<file path="config.mk">
export PLATFORM = sky130hd
export DESIGN_NAME = instr_loader_flat
export DESIGN_NICKNAME = d
export VERILOG_FILES = /design/src/rtl/instr_loader_if.sv /design/src/rtl/instr_loader.sv /design/src/flat_wrapper.sv
export SDC_FILE = /design/constraint.sdc
export NUM_CORES = 1
export LEC_CHECK = 0
export CORE_MARGIN = 3
export CORE_UTILIZATION = 58
export DETAILED_ROUTE_END_ITERATION = 8
export GPL_ROUTABILITY_DRIVEN = 0
export PLACE_DENSITY = 0.85
export SYNTH_ARGS = -nofsm -noshare
export SYNTH_HDL_FRONTEND = slang
export SYNTH_SLANG_ARGS = --single-unit
</file>
<file path="constraint.sdc">
create_clock -name clk -period 6.1 [get_ports clk]
set_input_delay 0.915 -clock clk [delete_from_list [all_inputs] [get_ports clk]]
set_output_delay 0.915 -clock clk [all_outputs]
set_load 0.02 [all_outputs]
</file>
<file path="src/rtl/instr_loader_if.sv">
// Byte-stream link plus instruction-memory write port and core control of the boot loader.
// slave is the loader side; master is the host/memory/core side.
interface instr_loader_if #(
    parameter int DATA_WIDTH = 32,
    parameter int ADDR_WIDTH = 32
);
    logic                  start;
    logic [7:0]            byte_in;
    logic                  byte_valid;
    logic                  byte_ready;
    logic                  we;
    logic [ADDR_WIDTH-1:0] waddr;
    logic [DATA_WIDTH-1:0] wdata;
    logic                  cpu_hold;
    logic                  done;
    logic                  error;

    modport slave (
        input  start, byte_in, byte_valid,
        output byte_ready, we, waddr, wdata, cpu_hold, done, error
    );

    modport master (
        output start, byte_in, byte_valid,
        input  byte_ready, we, waddr, wdata, cpu_hold, done, error
    );
endinterface

</file>
<file path="src/rtl/instr_loader.sv">
// Boot loader: parses <len16><N words LE><xor8> from a byte stream and writes the words
// into instruction memory, holding the core in reset until a load completes cleanly.
module instr_loader #(
    parameter int DATA_WIDTH = 32,
    parameter int ADDR_WIDTH = 32,
    parameter int MEM_SIZE   = 512
) (
    input  logic           clk,
    input  logic           rst_n,
    instr_loader_if.slave  bus
);
    localparam int IDXW = $clog2(MEM_SIZE) + 1;

    typedef enum logic [2:0] {
        S_IDLE, S_LEN0, S_LEN1, S_DATA, S_CSUM
    } state_e;

    state_e                state_q, state_d;
    logic [15:0]           len_q, len_d;
    logic [IDXW-1:0]       word_idx_q, word_idx_d;
    logic [1:0]            byte_idx_q, byte_idx_d;
    logic [7:0]            csum_q, csum_d;
    logic [23:0]           word_buf_q, word_buf_d;
    logic                  we_q, we_d;
    logic [ADDR_WIDTH-1:0] waddr_q, waddr_d;
    logic [DATA_WIDTH-1:0] wdata_q, wdata_d;
    logic                  cpu_hold_q, cpu_hold_d;
    logic                  done_q, done_d;
    logic                  error_q, error_d;

    logic        byte_ready;
    logic        accept;
    logic [15:0] len_n;
    logic        len_bad;
    logic        last_word;

    assign byte_ready = (state_q != S_IDLE);
    assign accept     = bus.byte_valid && byte_ready;
    assign len_n      = {bus.byte_in, len_q[7:0]};
    assign len_bad    = (len_n == 16'd0) || (32'(len_n) > 32'(MEM_SIZE));
    assign last_word  = (16'(word_idx_q) == len_q - 16'd1);

    // State register and datapath registers
    always_ff @(posedge clk or negedge rst_n) begin
        if (!rst_n) begin
            state_q    <= S_IDLE;
            len_q      <= '0;
            word_idx_q <= '0;
            byte_idx_q <= '0;
            csum_q     <= '0;
            word_buf_q <= '0;
            we_q       <= 1'b0;
            waddr_q    <= '0;
            wdata_q    <= '0;
            cpu_hold_q <= 1'b0;
            done_q     <= 1'b0;
            error_q    <= 1'b0;
        end else begin
            state_q    <= state_d;
            len_q      <= len_d;
            word_idx_q <= word_idx_d;
            byte_idx_q <= byte_idx_d;
            csum_q     <= csum_d;
            word_buf_q <= word_buf_d;
            we_q       <= we_d;
            waddr_q    <= waddr_d;
            wdata_q    <= wdata_d;
            cpu_hold_q <= cpu_hold_d;
            done_q     <= done_d;
            error_q    <= error_d;
        end
    end

    // Next-state logic
    always_comb begin
        state_d = state_q;
        case (state_q)
            S_IDLE: if (bus.start) state_d = S_LEN0;
            S_LEN0: if (accept) state_d = S_LEN1;
            S_LEN1: if (accept) state_d = len_bad ? S_IDLE : S_DATA;
            S_DATA: if (accept && byte_idx_q == 2'd3 && last_word) state_d = S_CSUM;
            S_CSUM: if (accept) state_d = S_IDLE;
            default: state_d = S_IDLE;
        endcase
    end

    // Output / datapath logic
    always_comb begin
        len_d      = len_q;
        word_idx_d = word_idx_q;
        byte_idx_d = byte_idx_q;
        csum_d     = csum_q;
        word_buf_d = word_buf_q;
        we_d       = 1'b0;
        waddr_d    = waddr_q;
        wdata_d    = wdata_q;
        cpu_hold_d = cpu_hold_q;
        done_d     = 1'b0;
        error_d    = error_q;
        case (state_q)
            S_IDLE: begin
                if (bus.start) begin
                    error_d    = 1'b0;
                    word_idx_d = '0;
                    byte_idx_d = '0;
                    csum_d     = '0;
                    cpu_hold_d = 1'b1;
                end
            end
            S_LEN0: if (accept) len_d[7:0] = bus.byte_in;
            S_LEN1: begin
                if (accept) begin
                    len_d = len_n;
                    // a rejected header leaves the core held, same as a bad checksum
                    if (len_bad) error_d = 1'b1;
                end
            end
            S_DATA: begin
                if (accept) begin
                    csum_d     = csum_q ^ bus.byte_in;
                    byte_idx_d = byte_idx_q + 2'd1;
                    case (byte_idx_q)
                        2'd0: word_buf_d[7:0]   = bus.byte_in;
                        2'd1: word_buf_d[15:8]  = bus.byte_in;
                        2'd2: word_buf_d[23:16] = bus.byte_in;
                        default: begin
                            we_d       = 1'b1;
                            waddr_d    = ADDR_WIDTH'({word_idx_q, 2'b00});
                            wdata_d    = DATA_WIDTH'({bus.byte_in, word_buf_q});
                            word_idx_d = word_idx_q + 1'b1;
                        end
                    endcase
                end
            end
            S_CSUM: begin
                if (accept) begin
                    if (bus.byte_in == csum_q) begin
                        done_d     = 1'b1;
                        cpu_hold_d = 1'b0;
                    end else begin
                        error_d = 1'b1;
                    end
                end
            end
            default: ;
        endcase
    end

    assign bus.byte_ready = byte_ready;
    assign bus.we         = we_q;
    assign bus.waddr      = waddr_q;
    assign bus.wdata      = wdata_q;
    assign bus.cpu_hold   = cpu_hold_q;
    assign bus.done       = done_q;
    assign bus.error      = error_q;
endmodule

</file>
<file path="src/flat_wrapper.sv">
// flat-port wrapper written by rule: the top's interface ports become plain ports
module instr_loader_flat 
#(
    parameter int DATA_WIDTH = 32,
    parameter int ADDR_WIDTH = 32,
    parameter int MEM_SIZE   = 512
)
  (clk, rst_n, bus_start, bus_byte_in, bus_byte_valid, bus_byte_ready, bus_we, bus_waddr, bus_wdata, bus_cpu_hold, bus_done, bus_error);
  instr_loader_if #(.DATA_WIDTH(DATA_WIDTH), .ADDR_WIDTH(ADDR_WIDTH)) bus_i ();
  input  logic clk;
  input  logic rst_n;
  input wire logic [$bits(bus_i.start)-1:0] bus_start;
  input wire logic [$bits(bus_i.byte_in)-1:0] bus_byte_in;
  input wire logic [$bits(bus_i.byte_valid)-1:0] bus_byte_valid;
  output wire logic [$bits(bus_i.byte_ready)-1:0] bus_byte_ready;
  output wire logic [$bits(bus_i.we)-1:0] bus_we;
  output wire logic [$bits(bus_i.waddr)-1:0] bus_waddr;
  output wire logic [$bits(bus_i.wdata)-1:0] bus_wdata;
  output wire logic [$bits(bus_i.cpu_hold)-1:0] bus_cpu_hold;
  output wire logic [$bits(bus_i.done)-1:0] bus_done;
  output wire logic [$bits(bus_i.error)-1:0] bus_error;
  assign bus_i.start = bus_start;
  assign bus_i.byte_in = bus_byte_in;
  assign bus_i.byte_valid = bus_byte_valid;
  assign bus_byte_ready = bus_i.byte_ready;
  assign bus_we = bus_i.we;
  assign bus_waddr = bus_i.waddr;
  assign bus_wdata = bus_i.wdata;
  assign bus_cpu_hold = bus_i.cpu_hold;
  assign bus_done = bus_i.done;
  assign bus_error = bus_i.error;
  instr_loader #(.DATA_WIDTH(DATA_WIDTH), .ADDR_WIDTH(ADDR_WIDTH), .MEM_SIZE(MEM_SIZE)) u_core (.clk(clk), .rst_n(rst_n), .bus(bus_i));
endmodule
</file>
Word-level counts from Yosys, hierarchy flattened:

Cells that the tools add are included.

* equal/unequal tests: 19
* muxes and demuxes: 35
* $lt $le $gt $ge: 1
* add/subtract/negate cells: 3
* bitwise logic cells: 3
* reduce and logical (&&, ||, !) cells: 23

Operator list (count)
* $pmux 8 s2: 2
* $mux 10: 3
* $mux 8: 3
* $pmux 10 s2: 1
* $reduce_and 3->1: 6
* $eq 10x16->1: 1
* $gt 16x10->1 const B: 1
* $logic_not 16->1: 1
* $sub 16x1->16 const B: 1
* $mux 3: 5
* $pmux 3 s5: 1
* $mux 1: 14
* $ne 2x1->1 const B: 7
* $add 10x1->10 const B: 1
* $eq 8x8->1: 1
* $reduce_and 4->1: 2
* $xor 8x8->8: 1
* $eq 3x2->1 const B: 2
* $mux 2: 3
* $ne 2x2->1 const B: 3
* $reduce_and 6->1: 1
* $reduce_bool 3->1: 2
* $reduce_and 5->1: 1
* $eq 2x2->1 const B: 2
* other kinds (15): 19

* word-level logic and storage cells: 99
* input bits: 12
* output and inout port bits: 69
* register bits: 109

Logic depth before layout (Yosys ltp):

* word-level depth: 6
* depth in mapped cells: 10
* depth with buffers taken out: 8

Worst setup path after synthesis:

OpenSTA, ideal clock, no wires.

* path kind: reg2reg
* start point: register u_core.len_q[0]
* end point: register u_core.state_q[1]
* clock period less this slack: 2531 ps
* path slack: 3569 ps
* setup time: 140 ps
* stages on the path, launching flop included: 9
* data arrival time: 2391 ps
* cells stage by stage: dfrtp_1 inv_1 ha_1 or3b_2 or4_1 a211o_1 a32oi_1 o2111a_2 a31oi_1

* longest elaborated chain between the ends: 5
* elaborated cells between the ends (all ways): 11
* classes of those cells: add/sub: 1; order compare: 1; eq/ne: 2; mux: 3; reduce/logical: 4

RTL lines
* from (decl): RTL line instr_loader.sv:19 `logic [15:0] len_q, len_d;`
* from (signal assigned): RTL line instr_loader.sv:60 `len_q <= len_d;`
* $sub 16x1->16, or another cell as far along: RTL line instr_loader.sv:41 `assign last_word = (16'(word_idx_q) == len_q - 16'd1);`
* $eq 10x16->1 or $logic_or 1x1->1 (tied branches): RTL line instr_loader.sv:41, instr_loader.sv:40
* $logic_and 1x1->1 or $mux 2 (tied branches): RTL line instr_loader.sv:81, instr_loader.sv:80
* $ne 2x1->1 (no source line) or $mux 3 (tied branches)
* $reduce_and 5->1 (no source line) or $pmux 3 s5 (tied branches)
* to (signal assigned): RTL line instr_loader.sv:59 `state_q <= state_d;`
* to (decl): RTL line instr_loader.sv:18 `state_e state_q, state_d;`

Parallel ways exist; a longest one is shown, timed or not. The select of a mux whose other input is x is not followed.
A chain may end at the register's enable or synchronous reset.

Worst setup path in the final report:

* start point: input port bus_byte_valid
* end point: register u_core.wdata_q[15] (netlist: u_core.bus.wdata[15])

* longest elaborated chain between the ends: 2

RTL lines
* from (decl): RTL line flat_wrapper.sv:14 `input wire logic [$bits(bus_i.byte_valid)-1:0] bus_byte_valid;`
* $logic_and 1x1->1: RTL line instr_loader.sv:38 `assign accept = bus.byte_valid && byte_ready;`
* $reduce_and 3->1 (no source line)
* to (signal assigned): RTL line instr_loader.sv:67 `wdata_q <= wdata_d;`
* to (decl): RTL line instr_loader.sv:26 `logic [DATA_WIDTH-1:0] wdata_q, wdata_d;`

Every way passes these cells.

==> metrics.md <==
| Metric | Value |
|---|---|
| ANT nets after route | `0` |
| Post-DP HPWL | `7770 um` |
| Final Hold Fails | `0` |
| Largest net degree at the start of global routing | `79` |
| Status | `finished clean` |
| H-Tree Level Count | `3` |
| Ranking of synthesized cells by area | `dfrtp_1 (52%), mux2_2 (17%), buf_4 (3.2%)` |
| Worst Setup SP | `bus_byte_valid` |
| CTS root buf | `clkbuf_8` |
| Worst-Skew Late Latency | `approximately 0.37 ns` |
| Num CTS Buffers | `9` |
| Share of layout cells above drive strength 1 | `slightly above 20%` |
| DR vias | `3535` |
| Fin. max-slew vios | `0` |
| Count of final setup violators | `0` |
| WP buf/inv | `2` |
| Vias in the first global route | `3758` |
| Asr flop ratio synth | `100%` |
| N_diodes | `0` |
| Share of the synthesized area in the top cell type | `52.3%` |
| Die Wd | `101 um` |
| Commonest non-fill, non-tap cell in the layout | `dfrtp_1` |
| Sequential fraction of the synthesis area | `52.3%` |
| Worst VDD drop | `0.245 mV` |
| Prevailing post-synth register cell | `dfrtp_1` |
| Cell family with the largest share of critical-path delay | `buffers and inverters` |
| Mapped Avg Cell Area | `approximately 11 sq um` |
| Starting Density | `about three fifths` |
| Critical Path Sink Type | `flip-flop` |
| Post-synth EDFFs | `0` |
| Slew @ Worst Pin | `1.25 ns` |
| WL final | `11300 um` |
| Resized cells post-CTS | `0` |
| Die Y | `slightly above 100 um` |
| Unrepaired setup endpoints after global routing | `false` |
| Clock power share | `17.0%` |
| I/O pin total | `81` |
| DRC | `0` |
| Rows | `33` |
| Crit path max fanout | `25` |
| Post-Syn Instances | `455` |
| All-Layer GR Usage | `24.0%` |
| Startpoint types | `input pin` |
| LEAKAGE | `approximately 2.7 nW` |
| Fmax | `256 MHz` |
| Final non-filler cell total | `about 610` |
| Setup tns final | `0 ns` |
| Clock sinks | `around 110` |
| Period minus WS final | `3.90 ns` |
| Layout Nets | `518` |
| Vias per cell | `5.81` |
| DR pass1 iterations | `4` |
| Core region area | `8460 sq um` |
| Fin crit share | `between 60% and 70%` |
| GRT overflow | `0` |
| Initial antenna violation count | `0` |
| Slew headroom | `between 10% and 20%` |
| Clock skew | `about 0.0078 ns` |
| Worst hold path class | `input pin to asynchronous set/reset pin` |
| CTS tree | `built` |
| Most frequent cells in the layout | `dfrtp_1 (109), mux2_2 (77), clkdlybuf4s50_1 (57), nor2_1 (33), o21ai_0 (30)` |
| Pwr per Cell Area | `roughly 430 nW/um^2` |
| Synth Cell Area | `about 5200 sq um` |
| Yosys reg bits | `109` |
| CP Data Required Time | `roughly 6.4 ns` |
| Die area | `10200 sq um` |
| Port bufs | `58` |
| Clk slew on worst S/H paths | `0.10 ns` |
| Comb power frac | `36.0%` |
| Post-CTS Hold Buffers | `0` |
| Sw frac | `37.4%` |
| Number of placed instances, taps included | `592` |
| Flop pwr share | `46.9%` |
| Leading area contributor after synthesis | `dfrtp_1` |
| CP cell instances | `clkdlybuf4s50_1, and3_1, nand2_1, inv_1, mux2_2` |
| Largest stage delay, worst path | `0.89 ns` |
| # fillers | `between 600 and 700` |
| Synthesis-to-finish area growth | `14.0%` |
| Synth unique cells | `between 50 and 60` |
| CTS max path bufs | `2` |
| R2R Setup Slk | `2.47 ns` |
| R2R Path Start | `u_core.state_q[0]` |
| Arrival @ worst endpoint | `4.16 ns` |
| Initial DRC Count | `~170` |
| Wire per inst | `18.5 um` |
| Slowest stage cell, crit path | `inv_1` |
| Int Pwr | `1.60 mW` |
| P_sw | `~960 uW` |
| Number of max-cap violations | `0` |
| Yosys Warn Count | `0` |
| Critical path class | `input pin to flip-flop` |
| Setup repair bufs after CTS | `0` |
| First-pass GRT wire length | `19000 um` |
## power by group through the flow
stage	clock network [mW]	registers, mW	logic (mW)
floorplan	0	1.21	0.592
global placement	0	1.19	0.878
detailed placement	0	1.21	0.917
CTS	0.443	1.20	0.927
global route	0.473	1.24	1.01
finish	0.436	1.20	0.921
## metrics by stage
step | total power, mW | instance area (sq um) | utilization, % | hold WS [ns] | setup WS (ns)
floorplan | 1.80 | 5300 | - | 0.470 | 3.57
global placement | 2.07 | 5740 | 67.8 | 0.460 | 1.88
detailed placement | 2.13 | 5740 | 67.8 | 0.492 | 1.78
CTS | 2.57 | 5950 | 70.3 | 0.457 | 2.13
global route | 2.73 | 5950 | 70.3 | 0.472 | 1.94
finish | 2.56 | 5950 | 70.3 | 0.462 | 2.20
## registers in the layout (all words and copies together) (netlist names)
signal	flops
u_core.bus.cpu_hold	1
u_core.bus.done	1
u_core.bus.error	1
u_core.bus.waddr	10
u_core.bus.wdata	32
u_core.bus.we	1
u_core.byte_idx_q	2
u_core.csum_q	8
u_core.len_q	16
u_core.state_q	3
u_core.word_buf_q	24
u_core.word_idx_q	10
## layout make-up
cell class / count / area (sq um) / share of cell area [%]
Clock buffer: 10 / 138 / 2.31
Clock inverter: 6 / 68.8 / 1.16
Inverter: 11 / 41.3 / 0.694
Multi-Input combinational cell: 308 / 2260 / 37.9
Sequential cell: 109 / 2730 / 45.9
Tap cell: 105 / 131 / 2.21
Timing Repair Buffer: 59 / 586 / 9.84
## path summary, 6_finish.rpt
path	to	cells past startpoint
setup / recovery	u_core.bus.wdata[15]	5
min in group clk	u_core.bus.waddr[11]	1
max in group asynchronous	u_core.len_q[12]	2
hold reg to reg	u_core.bus.waddr[11]	1
setup reg to reg	u_core.bus.wdata[15]	6
hold / removal	u_core.bus.waddr[7]	1
## cell usage after synthesis (2+ instances only)
cell type and n:
nor3_1 7, o2bb2ai_1 2, xnor2_1 10, clkbuf_1 21
xor2_1 16, nand2_1 27, ha_1 8, o21ai_0 30
and3_1 4, o31ai_1 2, nor2_1 33, buf_2 3
inv_1 11, a31oi_1 2, nor2b_1 2, or4_1 4
nor4_1 6, nand3_1 7, and4_1 5, dfrtp_1 109
nand4_1 7, o211ai_1 2, o21a_1 2, or3_1 4
buf_4 22, nor3b_1 3, or3b_2 2, a21oi_1 5
mux2_2 77
## metal layers
metal / share of wire, % / track usage, % / vias up
met5: 0 / 0 / -
met4: 1.5 / 6.22 / 0
met3: 4.6 / 5.67 / 15
met2: 52 / 41.8 / 99
met1: 42 / 30.2 / 1791
li1: - / - / 1630
## cells by family after synthesis
logic type,share of synthesized area (%)
AND/OR/NAND/NOR,12.0
flip-flops,52.3
multiplexers,16.8
buffers and inverters,6.04
AO/OA/AOI/OAI,6.59
XOR/XNOR,4.36
adder cells (fa/ha/maj),1.92
other,0.0718
Power figures use the tool's default switching activity.
